<file path="config.mk">
export PLATFORM = sky130hd
export DESIGN_NAME = wb_load_unit
export DESIGN_NICKNAME = d
export VERILOG_FILES = /design/src/rtl/rv32imc_types.sv /design/src/rtl/wb_load_format.sv /design/src/rtl/wb_load_unit_chk.sv /design/src/rtl/wb_load_unit.sv
export SDC_FILE = /design/constraint.sdc
export NUM_CORES = 1
export LEC_CHECK = 0
export ABC_CLOCK_PERIOD_IN_PS = 3200
export BUFFER_PORTS_ARGS = -buffer_cell sky130_fd_sc_hd__buf_4
export CAP_MARGIN = 20
export CORE_MARGIN = 3
export CORE_UTILIZATION = 30
export DETAILED_ROUTE_END_ITERATION = 10
export GPL_TIMING_DRIVEN = 0
export PLACE_DENSITY = 0.55
export SYNTH_ARGS = -nofsm -noshare
export SYNTH_HDL_FRONTEND = slang
export SYNTH_SLANG_ARGS = --single-unit
</file>
<file path="constraint.sdc">
create_clock -name clk -period 3.2 [get_ports clk]
set_clock_uncertainty 0.1 [all_clocks]
set_input_delay 0.16 -clock clk [delete_from_list [all_inputs] [get_ports clk]]
set_output_delay 0.16 -clock clk [all_outputs]
set_load 0.02 [all_outputs]
</file>
<file path="src/rtl/rv32imc_types.sv">
// Shared RV32/RV64 load-path types: load funct3 encodings and completion-queue entry layout.
package rv32imc_types;

  localparam int unsigned XLEN_MAX = 64;

  typedef enum logic [2:0] {
    F3_LB  = 3'b000,
    F3_LH  = 3'b001,
    F3_LW  = 3'b010,
    F3_LD  = 3'b011,
    F3_LBU = 3'b100,
    F3_LHU = 3'b101,
    F3_LWU = 3'b110
  } load_funct3_e;

  // Data is sized for the widest core; narrower builds use the low XLEN bits.
  typedef struct packed {
    logic                is_load;
    logic [2:0]          funct3;
    logic [2:0]          offset;
    logic [4:0]          rd;
    logic                done;
    logic [XLEN_MAX-1:0] data;
  } wb_entry_t;

  function automatic logic funct3_legal(input logic [2:0] f3, input int unsigned xlen);
    logic ok;
    case (f3)
      F3_LB, F3_LH, F3_LW, F3_LBU, F3_LHU: ok = 1'b1;
      F3_LD, F3_LWU:                       ok = (xlen == 32'd64);
      default:                             ok = 1'b0;
    endcase
    return ok;
  endfunction

endpackage

</file>
<file path="src/rtl/wb_load_format.sv">
// Load data formatter: aligns the offset to the access size, selects the lane and extends it.
module wb_load_format
  import rv32imc_types::*;
#(
  parameter  int unsigned XLEN = 32,
  localparam int unsigned OFFW = $clog2(XLEN / 8)
) (
  input  logic [2:0]      funct3_i,
  input  logic [OFFW-1:0] offset_i,
  input  logic [XLEN-1:0] rdata_i,
  output logic [XLEN-1:0] data_o
);

  logic [OFFW-1:0] align_s;
  logic [XLEN-1:0] shifted_s;

  // Misaligned offsets are silently rounded down to the access size.
  always_comb begin
    align_s = offset_i;
    case (funct3_i)
      F3_LB, F3_LBU:  align_s = offset_i;
      F3_LH, F3_LHU:  align_s = offset_i & ~OFFW'(2'd1);
      F3_LW, F3_LWU:  align_s = offset_i & ~OFFW'(2'd3);
      default:        align_s = '0;
    endcase
  end

  assign shifted_s = rdata_i >> {align_s, 3'b000};

  always_comb begin
    data_o = '0;
    if (funct3_legal(funct3_i, XLEN)) begin
      case (funct3_i)
        F3_LB:   data_o = XLEN'($signed(shifted_s[7:0]));
        F3_LBU:  data_o = XLEN'(shifted_s[7:0]);
        F3_LH:   data_o = XLEN'($signed(shifted_s[15:0]));
        F3_LHU:  data_o = XLEN'(shifted_s[15:0]);
        F3_LW:   data_o = XLEN'($signed(shifted_s[31:0]));
        F3_LWU:  data_o = XLEN'(shifted_s[31:0]);
        F3_LD:   data_o = shifted_s;
        default: data_o = '0;
      endcase
    end else begin
      data_o = '0;
    end
  end

endmodule

</file>
<file path="src/rtl/wb_load_unit_chk.sv">
// Checker for the writeback stage: a retiring load must carry an encoding this XLEN can execute.
module wb_load_unit_chk
  import rv32imc_types::*;
#(
  parameter int unsigned XLEN = 32
) (
  input logic       clk,
  input logic       rst,
  input logic       retire_i,
  input logic       is_load_i,
  input logic [2:0] funct3_i
);

  a_legal_funct3: assert property (@(posedge clk) disable iff (rst)
    (retire_i && is_load_i) |-> funct3_legal(funct3_i, XLEN));

endmodule

</file>
<file path="src/rtl/wb_load_unit.sv">
// Writeback stage for the dmem return path: in-order completion queue of DEPTH outstanding
// requests, response capture, load formatting and a stallable writeback register.
module wb_load_unit
  import rv32imc_types::*;
#(
  parameter  int unsigned XLEN  = 32,
  parameter  int unsigned DEPTH = 4,
  localparam int unsigned OFFW  = $clog2(XLEN / 8)
) (
  input  logic            clk,
  input  logic            rst,
  input  logic            req_valid,
  output logic            req_ready,
  input  logic            req_is_load,
  input  logic [2:0]      req_funct3,
  input  logic [OFFW-1:0] req_offset,
  input  logic [4:0]      req_rd,
  input  logic            dmem_resp,
  input  logic [XLEN-1:0] dmem_rdata,
  input  logic            wb_stall,
  output logic            dmem_stall,
  output logic            o_valid,
  output logic            o_regf_we,
  output logic [4:0]      o_rd_addr,
  output logic [XLEN-1:0] o_write_data,
  output logic            o_resp_err
);

  localparam int unsigned PW = $clog2(DEPTH);
  localparam int unsigned CW = PW + 1;

  wb_entry_t       q_q [DEPTH];
  logic [PW-1:0]   head_q, tail_q, fill_q;
  logic [CW-1:0]   count_q, count_d, pend_q, pend_d;
  logic            wb_valid_q, wb_we_q, resp_err_q;
  logic [4:0]      wb_rd_q;
  logic [XLEN-1:0] wb_data_q;

  wb_entry_t       head_s;
  logic            fill_s, bypass_s, head_rdy_s, retire_s, alloc_s;
  logic [XLEN-1:0] raw_s, fmt_s;
  logic            unused_s;

  // pend_q counts allocated entries still waiting for their response; fill_q is the oldest.
  assign head_s     = q_q[head_q];
  assign fill_s     = dmem_resp & (pend_q != '0);
  assign bypass_s   = fill_s & (fill_q == head_q);
  assign head_rdy_s = (count_q != '0) & (head_s.done | bypass_s);
  assign retire_s   = ~wb_stall & head_rdy_s;
  assign req_ready  = (count_q < CW'(DEPTH)) | retire_s;
  assign dmem_stall = ~req_ready;
  assign alloc_s    = req_valid & req_ready;
  assign raw_s      = bypass_s ? dmem_rdata : head_s.data[XLEN-1:0];
  assign count_d    = count_q + CW'(alloc_s) - CW'(retire_s);
  assign pend_d     = pend_q + CW'(alloc_s) - CW'(fill_s);
  assign unused_s   = ^{head_s.data, head_s.offset};

  wb_load_format #(.XLEN(XLEN)) u_fmt (
    .funct3_i (head_s.funct3),
    .offset_i (head_s.offset[OFFW-1:0]),
    .rdata_i  (raw_s),
    .data_o   (fmt_s)
  );

  // Allocation is written after the fill so a full-and-retiring slot reuse starts not-done.
  always_ff @(posedge clk) begin
    if (rst) begin
      head_q  <= '0;
      tail_q  <= '0;
      fill_q  <= '0;
      count_q <= '0;
      pend_q  <= '0;
      for (int unsigned i = 0; i < DEPTH; i++) q_q[i].done <= 1'b0;
    end else begin
      if (fill_s) begin
        q_q[fill_q].done <= 1'b1;
        q_q[fill_q].data <= XLEN_MAX'(dmem_rdata);
        fill_q           <= fill_q + PW'(1);
      end
      if (alloc_s) begin
        q_q[tail_q] <= '{is_load: req_is_load, funct3: req_funct3, offset: 3'(req_offset),
                         rd: req_rd, done: 1'b0, data: '0};
        tail_q      <= tail_q + PW'(1);
      end
      if (retire_s) head_q <= head_q + PW'(1);
      count_q <= count_d;
      pend_q  <= pend_d;
    end
  end

  // Writeback register; the error pulse is not subject to the stall.
  always_ff @(posedge clk) begin
    if (rst) begin
      wb_valid_q <= 1'b0;
      wb_we_q    <= 1'b0;
      wb_rd_q    <= 5'd0;
      wb_data_q  <= '0;
      resp_err_q <= 1'b0;
    end else begin
      resp_err_q <= dmem_resp & (pend_q == '0);
      if (!wb_stall) begin
        if (retire_s) begin
          wb_valid_q <= 1'b1;
          wb_we_q    <= head_s.is_load & (head_s.rd != 5'd0);
          wb_rd_q    <= head_s.rd;
          wb_data_q  <= head_s.is_load ? fmt_s : '0;
        end else begin
          wb_valid_q <= 1'b0;
          wb_we_q    <= 1'b0;
        end
      end
    end
  end

  assign o_valid      = wb_valid_q;
  assign o_regf_we    = wb_we_q;
  assign o_rd_addr    = wb_rd_q;
  assign o_write_data = wb_data_q;
  assign o_resp_err   = resp_err_q;

  wb_load_unit_chk #(.XLEN(XLEN)) u_chk (
    .clk       (clk),
    .rst       (rst),
    .retire_i  (retire_s),
    .is_load_i (head_s.is_load),
    .funct3_i  (head_s.funct3)
  );

endmodule
</file>
---- After elaboration in Yosys (flattened, before gate mapping) ----
Memories as Yosys holds them, arrays and structs flattened. A register that Yosys moved wholly into a read port is not among the register bits.
Index checks and enable logic that the tools add are counted.
cells by class
  order comparisons ....................... 1
  reductions and logical operators ........ 12
  equality and inequality tests ........... 7
  bitwise gates (word level) .............. 11
  div/mod/pow operators ................... 0
  $add $sub $neg .......................... 7
  muxes and demuxes ....................... 24
  shift-type cells ........................ 1
  multipliers ............................. 0
operators with widths
  cell                 number
  $pmux 32 s5          1
  $mux 32              3
  $mux 44              2
  $reduce_or 44->1     2
  $shr 32x5->32        1
  $mux 1               11
  $mux 2               5
  $eq 3x3->1 const B   3
  $and 1x1->1          7
  $add 2x1->2 const B  3
  $add 3x1->3          2
  $eq 3x2->1 const B   2
  $logic_not 3->1      2
  $reduce_bool 3->1    2
  $sub 3x1->3          2
  $reduce_bool 5->1    1
  $reduce_or 5->1      1
  $pmux 2 s2           1
  $reduce_or 2->1      2
  $eq 3x1->1 const B   1
  $lt 3x3->1 const B   1
  $mux 3               1
  $reduce_or 3->1      1
  $eq 2x2->1           1
  3 further kinds      5
storage, ports and cells
  flip-flop bits (word level) ............. 52
  word-level logic and storage cells ...... 74
  input bits .............................. 48
  memories kept ........................... 1
  memory bits (read-only) ................. 0
  bits in writable memories ............... 176
  latch bits .............................. 0
  output and inout bits ................... 42
memory list
  name  words  width  read ports  clocked after Yosys merged registers in  write ports  line                source
  q_q   4      44     1           1                                        4            wb_load_unit.sv:32  wb_entry_t q_q [DEPTH];

---- Depth between registers and ports, before layout ----
  depth after elaboration ................. 13
  mapped depth ............................ 15
  depth with buffers taken out ............ 13

---- By module ----
From an unflattened synthesis, not the netlist that was laid out.
second synthesis, totals
  cells, all modules ...................... 988
  area total of the unflattened synthesis .. 11,399.7 sq um
by module, submodules not included
  module          area each (sq um)  instances  cells each  seq. area each (sq um)
  wb_load_unit    10,387.5           1          851         5,044.8
  wb_load_format  1,012.2            1          137         0.0

---- Least setup slack after synthesis ----
No wires, ideal clock.
  path kind ............................... reg-to-reg
  start point ............................. register (tool-made name)
  end point ............................... register count_q[2]
  setup slack ............................. 9 ps
  cell stages (with the launch flop) ...... 16
  setup time .............................. 128 ps
  data required time ...................... 2,972 ps
  data arrival time ....................... 2,964 ps
  path buffers ............................ 2
  period minus slack after synthesis ...... 3,191 ps
  cells stage by stage .................... dfxtp_1 > buf_6 > mux4_2 > a31oi_1 > or3_1 > buf_2 > inv_2 > o21ai_4 > ha_1 > inv_1 > ha_1 > inv_1 > fa_1 > xnor2_1 > xnor2_1 > nor2_1
RTL lines
  item                  line                source
  end signal, assigned  wb_load_unit.sv:86  count_q <= count_d;
  end, declared         wb_load_unit.sv:34  logic [CW-1:0] count_q, count_d, pend_q, pend_d;

==> out/results.txt <==
CTS Sinks = 230
CTS tree = done
Grt met2 use = 0.294
Share of the synthesized area in the top cell type = 0.361
Die height = 191 um
Grt total ovfl = 0
Num rows = 67
Drt first pass iters = 5
Setup crit end kind = flop
WP buf/inv = 5
Crit path time final = 3.05 ns
DIE WIDTH = 191 um
Worst vdd ir = 0.000322 V
Static leakage = 0.00475 uW
Max Cap Viol = 0
Post-route cell area = 13000 um2
Core area = 33700 um2
Relative slew slack = 0.311
Post-route ant nets = 0
First-pass GRT wire length = 48800 um
1st-iter DRT viols = 685
Cell Area, Synth = 10300 um2
Initial antenna violation count = 0
Ys flop type = dfxtp_1
Largest net degree at the start of global routing = 21
Synth top area cells = dfxtp_1 36%, edfxtp_1 13%, mux4_2 11%
Critical Path Start Type = flop
DR vias = 8271
Diode count = 0
Max-slew violations = 0
Worst-Skew Late Latency = 0.53 ns
Pwr dens = 806 nW/um2
Met3 Use GR = 0.0209
Syn avg cell area = 9.82 um2
Worst-margin pin slew = 1.03 ns
Sequential share of the synthesized area = 0.489
Drt drc = 0
Clk root buf = clkbuf_16
Cell family with most CP delay = simple AND/OR/NAND/NOR gates
Die ar. = 36600 um2
CTS clk-pin slew, worst paths = 0.06 ns
Yosys reg bits = 230
Top cell type by total area after synthesis = dfxtp_1
Slowest CP cell = nor3b_4
NumNets Final = 1275
GR peak layer = met2
Run status = finished, final reports clean
Number of port buffers = 88
Worst path arrival time = 3.14 ns
Critical path required time = 3.29 ns
Number of synthesized flops with an enable pin = 44
CTS Buf Count = 25
Setup TNS Final = 0 ns
Synth async-reset ratio = 0
Post-synth top cells = 291 x nand2_1, 186 x dfxtp_1, 158 x a21oi_1
Crit Path Class = reg2reg
Met1 Track Usage GR = 0.237
Syn_nets = 1108
Final wirelength = 32100 um
Layout cells sized above 1 = 0.217
Longest Clk Path Bufs = 3
Gr usage total = 0.174
Initial Utilization = 0.306
Number of global-route vias before repair = 8131
Most common cell in the netlist = nand2_1
Avg Vias per Cell = 4.91
Crit share post-route = 0.953
RSZ-0062 raised after global routing = false
Maximum fanout along the worst path = 20
Crit path largest cell delay = 0.53 ns
Worst hold path type = in2reg
RD Place Congestion = 0.833
Synth Instances = 1050
Final setup viols = 0
Core Util, Final = 0.385
H-tree depth = 1
Dpl hpwl = 22600 um
Post-synth cell types = 48
YS warnings = 0
Final hold vios = 0
Placed standard-cell area = 11500 um2
Ordered list of cells on the worst path = buf_6 -> mux4_2 -> a31oi_4 -> or3_1 -> buf_6 -> inv_2 -> o21ai_4 -> buf_4 -> nor3b_4 -> buf_4
DR WL/cell = 19.1 um
Max Fclk = 0.328 GHz
# IOs = 90
Layout area overhead = 25.8%
## worst reg2reg max path, stage by stage (launching register included)
cell and delay, ns:
dfxtp_1 0.31, buf_6 0.11, mux4_2 0.35, a31oi_4 0.04
or3_1 0.39, buf_6 0.13, inv_2 0.07, o21ai_4 0.07
buf_4 0.19, nor3b_4 0.53, buf_4 0.41
## layout by cell type (no fill, tap or decap), types with 5 or more instances in the layout
master / Yosys / routed
ha_1: 8 / 8
a21oi_1: 158 / 158
inv_1: 11 / 11
nor2_1: 19 / 19
a22oi_1: 23 / 23
xnor2_1: 9 / 7
nor2b_1: 5 / 5
mux4_2: 52 / 52
dfxtp_1: 186 / 186
mux2_2: 20 / 20
edfxtp_1: 44 / 44
clkbuf_1: 40 / 41
clkbuf_16: 0 / 25
o211ai_1: 9 / 9
nand2_1: 291 / 291
dlygate4sd3_1: 0 / 45
buf_2: 35 / 27
a211oi_1: 16 / 16
buf_4: 3 / 103
clkbuf_8: 0 / 5
clkinv_2: 0 / 7
and2_1: 48 / 48
mux2i_1: 18 / 18
nor3_1: 5 / 5
a31oi_1: 7 / 6
## kinds of logic (layout without fill, tap and decap cells)
| kind of cell | after synthesis | after routing | synth area share |
|---|---|---|---|
| compound gates | 227 | 227 | 0.127 |
| xor+xnor | 11 | 11 | 0.00935 |
| mux | 90 | 90 | 0.153 |
| buf+inv | 94 | 279 | 0.0417 |
| fa+ha+maj | 10 | 10 | 0.0136 |
| simple gates | 388 | 388 | 0.166 |
| flops | 230 | 230 | 0.489 |
## metal layers
layer,routed length (um),up-vias,part of all wire
li1,-,3995,-
met1,14100,3984,0.44
met2,15500,245,0.48
met3,1780,47,0.056
met4,722,0,0.022
met5,0,-,0
## registers in the layout, summed over array words and instances, names as in the netlist, named ones only
signal        count
tail_q            2
q_q             176
o_valid           1
o_resp_err        1
pend_q            3
count_q           3
o_rd_addr         5
head_q            2
fill_q            2
o_write_data     32
o_regf_we         1
## layout make-up
class / instances / area [um2]
inverters: 12 / 45.0
repair buffers: 140 / 1160
plain buffers: 82 / 409
clock inverters: 14 / 180
well taps: 448 / 561
flip-flops and latches: 230 / 5040
clock buffers: 31 / 698
multi-input cells: 726 / 4870
fillers: 3383 / 20700
## path summary, 6_finish.rpt
| check | from | endpoint | slack (ns) | cells after the start |
|---|---|---|---|---|
| worst min register to register | q_q[3][24] | q_q[3][24] | 0.35 | 2 |
| worst max-delay path | flop | q_q[2][42] | 0.15 | 10 |
| worst max register to register | flop | q_q[2][42] | 0.15 | 10 |
| worst min-delay path | req_valid | tail_q[0] | 0.12 | 5 |
## repair_timing
action | CTS | global route
hold endpoints to repair | 175 | 0
gates resized for setup | 8 | 7
hold buffers | 45 | 0
endpoints found under the setup margin | 67 | 47
pin swaps | 2 | 4
setup buffers | 4 | 3
## power breakdown
part / switching (uW) / internal [uW]
sequential: 368 / 3670
combinational: 1800 / 1540
clock: 1200 / 1870
## stage by stage
| stage | total power (uW) | std cells | worst slack [ns] | hold WS, ns |
|---|---|---|---|---|
| after floorplan | 6290 | 1050 | 0.00884 | 0.196 |
| after global placement | 7200 | 1586 | -0.427 | 0.338 |
| after detailed placement | 7290 | 1586 | -0.484 | 0.343 |
| after CTS | 10500 | 1680 | 0.00434 | 0.106 |
| after global routing | 11000 | 1683 | 0.000784 | 0.121 |
| final | 10500 | 1683 | 0.149 | 0.117 |
(Power assumes the default switching activity.)
